===== src/rtl/pkt_fifo_pkg.sv =====
// Shared constants for the packet FIFO: MPEG-TS packet geometry and the
// default build parameters used by pkt_fifo.
package pkt_fifo_pkg;

  localparam int         TS_PKT_LEN     = 188;
  localparam logic [7:0] TS_SYNC_BYTE   = 8'h47;

  localparam int DEF_DATA_WIDTH = 8;
  localparam int DEF_ADDR_WIDTH = 9;
  localparam int DEF_DEPTH      = 2 ** DEF_ADDR_WIDTH;
  localparam int DEF_AFULL      = DEF_DEPTH - TS_PKT_LEN;

endpackage


===== src/rtl/pkt_fifo_mem.sv =====
// Simple dual-port storage for pkt_fifo: synchronous write, read data
// registered only when a read is accepted. The array itself has no reset;
// only the read-data register is cleared so rdata is 0 in reset.
module pkt_fifo_mem #(
  parameter int DATA_WIDTH = 8,
  parameter int ADDR_WIDTH = 9
) (
  input  logic                  clk,
  input  logic                  rst_n,
  input  logic                  wr_en_i,
  input  logic [ADDR_WIDTH-1:0] wr_addr_i,
  input  logic [DATA_WIDTH-1:0] wr_data_i,
  input  logic                  rd_en_i,
  input  logic [ADDR_WIDTH-1:0] rd_addr_i,
  output logic [DATA_WIDTH-1:0] rd_data_o
);

  localparam int DEPTH = 2 ** ADDR_WIDTH;

  logic [DATA_WIDTH-1:0] mem_q [DEPTH];
  logic [DATA_WIDTH-1:0] rd_data_q;

  // Array write port.
  always_ff @(posedge clk) begin
    if (wr_en_i) mem_q[wr_addr_i] <= wr_data_i;
  end

  // Read-data register: loads on an accepted read, holds otherwise.
  always_ff @(posedge clk or negedge rst_n) begin
    if (!rst_n)       rd_data_q <= '0;
    else if (rd_en_i) rd_data_q <= mem_q[rd_addr_i];
  end

  assign rd_data_o = rd_data_q;

endmodule


===== src/rtl/pkt_fifo.sv =====
// Packet FIFO with speculative write side: words become visible to the
// reader only once the packet is committed; a drop rewinds the write
// pointer to the last commit point.
// Optional feature: define PKT_FIFO_DROP_CNT_EN to add the drop_cnt port
// (saturating count of effective packet drops).
//
// Handshake: a write is accepted on a clock edge when wen && !wfull; a read
// is accepted when ren && !rempty and its data appears on rdata after that
// edge. Requests made while the flag blocks them have no effect on data
// (a blocked write additionally poisons the current packet).
module pkt_fifo
  import pkt_fifo_pkg::*;
#(
  parameter int DATA_WIDTH   = DEF_DATA_WIDTH,
  parameter int ADDR_WIDTH   = DEF_ADDR_WIDTH,
  parameter int AFULL_THRESH = (2 ** ADDR_WIDTH) - TS_PKT_LEN
) (
  input  logic                  clk,
  input  logic                  rst_n,
  input  logic                  wen,
  input  logic [DATA_WIDTH-1:0] wdata,
  input  logic                  wcommit,
  input  logic                  wdrop,
  output logic                  wfull,
  output logic                  wafull,
  input  logic                  ren,
  output logic [DATA_WIDTH-1:0] rdata,
  output logic                  rempty,
  output logic [ADDR_WIDTH:0]   rcnt
`ifdef PKT_FIFO_DROP_CNT_EN
  ,
  output logic [15:0]           drop_cnt
`endif
);

  localparam int PTR_W = ADDR_WIDTH + 1;
  localparam int DEPTH = 2 ** ADDR_WIDTH;

  // Pointers carry one extra bit so full (diff == DEPTH) and empty
  // (diff == 0) are distinct; all differences wrap modulo 2**PTR_W.
  logic [PTR_W-1:0] rptr_q, rptr_d;
  logic [PTR_W-1:0] cptr_q, cptr_d;
  logic [PTR_W-1:0] sptr_q, sptr_d;
  logic             ovf_q, ovf_d;

  logic [PTR_W-1:0] spec_occ;
  logic [PTR_W-1:0] sptr_inc;
  logic             we, re, ovf_set, eff_drop, eff_commit;

  // Flags decoded straight from the registered pointers.
  assign spec_occ = sptr_q - rptr_q;
  assign rcnt     = cptr_q - rptr_q;
  assign rempty   = (cptr_q == rptr_q);
  assign wfull    = (spec_occ == PTR_W'(DEPTH));
  assign wafull   = (spec_occ >= PTR_W'(AFULL_THRESH));

  assign we       = wen && !wfull;
  assign re       = ren && !rempty;
  assign ovf_set  = wen && wfull;
  assign sptr_inc = sptr_q + {{(PTR_W-1){1'b0}}, we};

  // A packet that lost a word to overflow (earlier, or on this very edge)
  // cannot be published; its commit turns into a drop. Drop beats commit.
  assign eff_drop   = wdrop || (wcommit && (ovf_q || ovf_set));
  assign eff_commit = wcommit && !eff_drop;

  // Next-state for pointers and the overflow flag.
  always_comb begin
    rptr_d = rptr_q + {{(PTR_W-1){1'b0}}, re};
    sptr_d = eff_drop   ? cptr_q   : sptr_inc;
    cptr_d = eff_commit ? sptr_inc : cptr_q;
    ovf_d  = ovf_q || ovf_set;
    if (wcommit || wdrop) ovf_d = 1'b0;
  end

  // Pointer and overflow registers.
  always_ff @(posedge clk or negedge rst_n) begin
    if (!rst_n) begin
      rptr_q <= '0;
      cptr_q <= '0;
      sptr_q <= '0;
      ovf_q  <= 1'b0;
    end else begin
      rptr_q <= rptr_d;
      cptr_q <= cptr_d;
      sptr_q <= sptr_d;
      ovf_q  <= ovf_d;
    end
  end

  pkt_fifo_mem #(
    .DATA_WIDTH (DATA_WIDTH),
    .ADDR_WIDTH (ADDR_WIDTH)
  ) u_mem (
    .clk       (clk),
    .rst_n     (rst_n),
    .wr_en_i   (we),
    .wr_addr_i (sptr_q[ADDR_WIDTH-1:0]),
    .wr_data_i (wdata),
    .rd_en_i   (re),
    .rd_addr_i (rptr_q[ADDR_WIDTH-1:0]),
    .rd_data_o (rdata)
  );

`ifdef PKT_FIFO_DROP_CNT_EN
  logic [15:0] drop_cnt_q, drop_cnt_d;

  // Count only drops that actually discard something; saturate at all-ones.
  always_comb begin
    drop_cnt_d = drop_cnt_q;
    if (eff_drop && ((sptr_q != cptr_q) || ovf_q) && (drop_cnt_q != 16'hFFFF))
      drop_cnt_d = drop_cnt_q + 16'd1;
  end

  // Drop counter register.
  always_ff @(posedge clk or negedge rst_n) begin
    if (!rst_n) drop_cnt_q <= '0;
    else        drop_cnt_q <= drop_cnt_d;
  end

  assign drop_cnt = drop_cnt_q;
`endif

endmodule


===== config.mk =====
export PLATFORM = sky130hd
export DESIGN_NAME = pkt_fifo
export DESIGN_NICKNAME = d
export VERILOG_FILES = /design/src/rtl/pkt_fifo_pkg.sv /design/src/rtl/pkt_fifo_mem.sv /design/src/rtl/pkt_fifo.sv
export SDC_FILE = /design/constraint.sdc
export NUM_CORES = 2
export LEC_CHECK = 0
export CAP_MARGIN = 10
export CORE_AREA = 4 4 739 374
export CTS_CLUSTER_SIZE = 28
export DETAILED_ROUTE_END_ITERATION = 10
export DIE_AREA = 0 0 743 378
export PLACE_DENSITY_LB_ADDON = 0.12
export SYNTH_ARGS = -nofsm -noshare
export SYNTH_HDL_FRONTEND = slang
export SYNTH_HIERARCHICAL = 1
export SYNTH_SLANG_ARGS = --single-unit

===== constraint.sdc =====
create_clock -name clk -period 4.4 [get_ports clk]
set_input_delay 0.88 -clock clk [delete_from_list [all_inputs] [get_ports clk]]
set_output_delay 0.88 -clock clk [all_outputs]
set_load 0.02 [all_outputs]

==> insert_results.sql <==
INSERT INTO impl_metrics (metric_group, metric, value, unit) VALUES
('critical_path', 'required', '5.25', 'ns'),
('yosys', 'number_of_nets_in_the_synthesized_netlist', '7722', ''),
('clock_network', 'htree_num_levels', '5', ''),
('detailed_routing', 'drt_pass1_iterations', '6', ''),
('cells_and_area', 'drive_gt1_share', '26.3', '%'),
('timing', 'timing_worst_slew_pin_value', '1.23', 'ns'),
('clock_network', 'hold_buffers', '0', ''),
('yosys', 'yosys_warnings', '6', ''),
('clock_network', 'clock_tree.root_cell', 'clkbuf_16', ''),
('global_route', 'initial_antenna_violation_count', '30', ''),
('yosys', 'yosysUniqueCellTypes', '86', ''),
('yosys', 'post_synthesis_sequential_element_count', '4135', ''),
('outcome', 'violations', 'negative setup slack', ''),
('critical_path', 'crit_family', 'buffers and inverters', ''),
('critical_path', 'setup.worst_path.class', 'flip-flop to flip-flop', ''),
('floorplan', 'core', '270000', 'sq um'),
('timing', 'finClkSkew', '0.0598', 'ns'),
('timing', 'slew_viol_final', '0', ''),
('timing', 'setup_viol_count_final', '1', ''),
('detailed_routing', 'totalWireLength', '449000', 'um'),
('placement', 'port-buffer-count', '34', ''),
('clock_network', 'clk-insertion-delay-late', '0.92', 'ns'),
('power_and_ir_drop', 'report.power.total', '109', 'mW'),
('job', 'cap_viol_max_count', '0', ''),
('placement', 'placed_cell_areas', '170000', 'sq um'),
('global_route', 'grt_pass1_wl', '633000', 'um'),
('global_route', 'first_global_vias', '83600', ''),
('cells_and_area', 'fin_area', '181000', 'sq um'),
('timing', 'finalWorstSetupSlack', '-0.00304', 'ns'),
('detailed_routing', 'remaining_drc_errors', '0', ''),
('critical_path', 'crit_top_cell', 'buf_4', ''),
('critical_path', 'startpoint_type', 'flip-flop', ''),
('cells_and_area', 'multi_input_combinational_cell_area', '34900', 'sq um'),
('clock_network', 'cts_max_path_buffers', '4', ''),
('detailed_routing', 'viasPerCell', '6.98', ''),
('clock_network', 'worst_setup_hold_path_clk_slew', '0.07', 'ns'),
('floorplan', 'die_area', '281000', 'sq um'),
('cells_and_area', 'sequential_cell_area', '124000', 'sq um'),
('critical_path', 'cp.arrival', '5.25', 'ns'),
('detailed_routing', 'antenna_violating_nets_post_route', '0', ''),
('yosys', 'synth_seq_area_share', '76.9', '%'),
('timing', 'timing.max_slew.rel_slack', '15.6', '%'),
('critical_path', 'critical_path.n_buffers_inverters', '4', ''),
('yosys', 'edff_count_synth', '4096', ''),
('global_route', 'globalRouteTotalUtil', '32.1', '%'),
('detailed_routing', 'vias', '84700', ''),
('min_path', 'worst_hold_path_type', 'input pin to asynchronous set/reset pin', ''),
('power_and_ir_drop', 'ir_worst_vdd', '0.947', 'mV'),
('detailed_routing', 'initialDrtViolationCount', '14300', ''),
('timing', 'period_share', '100', '%'),
('global_route', 'globalRouteOverflowTotal', '0', ''),
('power_and_ir_drop', 'leakage', '56.9', 'nW'),
('floorplan', 'floorplan.die.width', '743', 'um'),
('timing', 'post-route-min-period', '4.40', 'ns'),
('timing', 'max_freq', '227', 'MHz'),
('critical_path', 'worstPathCellList', 'buf_12 > inv_4 > or3_1 > a2111oi_0 > buf_4 > nor3_1 > nand4_1 > buf_4 > o21ai_0 > a32o_1', ''),
('critical_path', 'endpoint_kind', 'flip-flop', ''),
('floorplan', 'ioPinCount', '35', ''),
('yosys', 'dominantRegCellSynth', 'edfxtp_1', ''),
('yosys', 'async_reset_ff_share', '0.943', '%'),
('power_and_ir_drop', 'powerDensity', '601', 'nW/um^2'),
('cells_and_area', 'final_nets', '8253', ''),
('floorplan', 'die_y', '378', 'um'),
('detailed_routing', 'wl_per_cell', '37.0', 'um'),
('floorplan', 'core.rowCount', '135', ''),
('clock_network', 'cts-buffers-inserted', '348', ''),
('placement', 'dpl.hpwl', '282000', 'um'),
('outcome', 'status', 'complete, but fails checks', ''),
('critical_path', 'worst_path_largest_cell_delay', '0.66', 'ns'),
('timing', 'finalHoldViolations', '0', ''),
('clock_network', 'cts_tree', 'built', ''),
('clock_network', 'cts.sink_count', '4135', ''),
('timing', 'grt_setup_unrepaired', 'yes', ''),
('placement', 'finalWeightedCongestion', '0.928', ''),
('global_route', 'grt_start_max_net_pins', '130', ''),
('cells_and_area', 'n_fill_cell', '17000', ''),
('floorplan', 'floorplan.initialDensity', '59.8', '%'),
('cells_and_area', 'syn2layout_area_growth', '12.1', '%'),
('critical_path', 'path_max_fanout', '93', ''),
('yosys', 'post_synth_inst_count', '7685', ''),
('critical_path', 'crit_path_top_delay_cell', 'o21ai_0', ''),
('yosys', 'netlist_area', '161000', 'sq um'),
('yosys', 'postSynthAreaPerCell', '21.0', 'sq um');
## worst reg2reg max path: cells and delay by family (launching register included)
family / cells / cell delay, ns
simple gates: 3 / 1.24
flops: 1 / 0.49
buf+inv: 4 / 1.50
compound gates: 3 / 1.14
## repair_timing
action	CTS	global route
resized for setup	24	36
cloned	0	1
endpoints found under the setup margin	15	254
endpoints found under the hold margin	0	0
pin swaps	1	0
setup buffers	0	6
## power breakdown
| part | switching [mW] | internal, mW | total [mW] |
|---|---|---|---|
| Clock | 13.9 | 16.8 | 30.7 |
| Sequential | 0.261 | 43.6 | 43.8 |
| Combinational | 20.8 | 13.3 | 34.1 |
| Total | 35.0 | 73.7 | 109 |
## metrics by stage
step	worst slack [ns]	TNS, ns	instances	util [%]	hold slack [ns]
2_1_floorplan	0.482	0	7685	-	0.465
3_3_place_gp	-0.0702	-0.0702	11500	62.8	0.516
3_5_place_dp	-0.0982	-0.0982	11500	62.8	0.526
4_1_cts	0.00620	0	12100	67.0	0.0891
5_1_grt	-0.0463	-0.0464	12100	67.0	0.136
6_report	-0.00304	-0.00304	12100	67.0	0.153
## final cells by class
type	count	share of cell area [%]
flip-flops and latches	4135	68.6
multi-input cells	3056	19.3
clock buffers	423	5.11
repair buffers	649	3.41
well taps	3630	2.51
clock inverters	200	1.01
inverters	26	0.0581
diodes	17	0.0235
## cell usage in the layout, fill, tap and decap left out, types with 21 or more instances in the layout
| master | instances |
|---|---|
| edfxtp_1 | 4096 |
| mux4_2 | 970 |
| nor2_1 | 564 |
| buf_4 | 519 |
| clkbuf_16 | 358 |
| mux2i_1 | 202 |
| nand2_1 | 159 |
| o22ai_1 | 151 |
| a22oi_1 | 143 |
| a21oi_1 | 93 |
| buf_12 | 91 |
| nand3_1 | 73 |
| clkinv_2 | 73 |
| nor3_1 | 69 |
| clkinv_1 | 68 |
| clkbuf_1 | 61 |
| o21ai_0 | 55 |
| a211oi_1 | 43 |
| mux2_2 | 41 |
| nor2b_1 | 38 |
| o221ai_1 | 34 |
| bufinv_16 | 31 |
| dfrtp_1 | 31 |
| a31oi_1 | 26 |
| nor2_2 | 25 |
| inv_1 | 22 |
| ha_1 | 21 |
## synth_stat cells (all sizes together), types with 22 or more instances
cell | number | area [sq um]
edfxtp | 4096 | 123000
mux4 | 970 | 21800
nor2 | 590 | 2210
buf | 259 | 1830
clkbuf | 209 | 785
mux2i | 202 | 2020
nand2 | 174 | 653
o22ai | 151 | 945
a22oi | 143 | 1070
a21oi | 93 | 465
nand3 | 77 | 385
nor3 | 70 | 350
o21ai | 60 | 300
nor2b | 47 | 302
a211oi | 43 | 323
mux2 | 41 | 462
dfrtp | 39 | 976
o221ai | 35 | 307
a31oi | 26 | 163
nor4 | 25 | 163
inv | 24 | 90.1
ha | 22 | 275
## state kept, by name, indices dropped and copies added (netlist names)
signal,flops
u_mem/rd_data_o,8
ovf_q,1
cptr_q,10
rptr_q,10
u_mem/mem_q,4096
sptr_q,10
## routing by layer
metal	track usage, %	routed length, um	up-vias
met5	0	151	-
met2	47.3	202000	6226
met3	9.50	63700	896
met4	10.0	16200	16
li1	-	-	33200
met1	47.2	167000	44400
## kinds of logic after synthesis
family	count (synthesis)	share of synthesized area, %
XOR/XNOR	27	0.147
buffers and inverters	494	1.68
multiplexers	1213	15.1
flip-flops	4135	76.9
AND/OR/NAND/NOR	1091	2.97
adder cells (fa/ha/maj)	23	0.183
AO/OA/AOI/OAI	702	3.04
## path summary, 6_finish.rpt
check | startpoint | slack, ns | endpoint | cells past startpoint
worst max-delay path | rptr_q[3] | -0.003 | u_mem/rd_data_o[3] | 10
worst min-delay path | rst_n | 0.15 | rptr_q[0] | 1
worst max register to register | rptr_q[3] | -0.003 | u_mem/rd_data_o[3] | 10
worst min register to register | cptr_q[0] | 0.54 | cptr_q[0] | 1
max in group asynchronous | rst_n | 3.35 | rptr_q[2] | 2
min in group clk | wdata[2] | 0.44 | u_mem/mem_q[111][2] | 1
(Power assumes the default switching activity.)
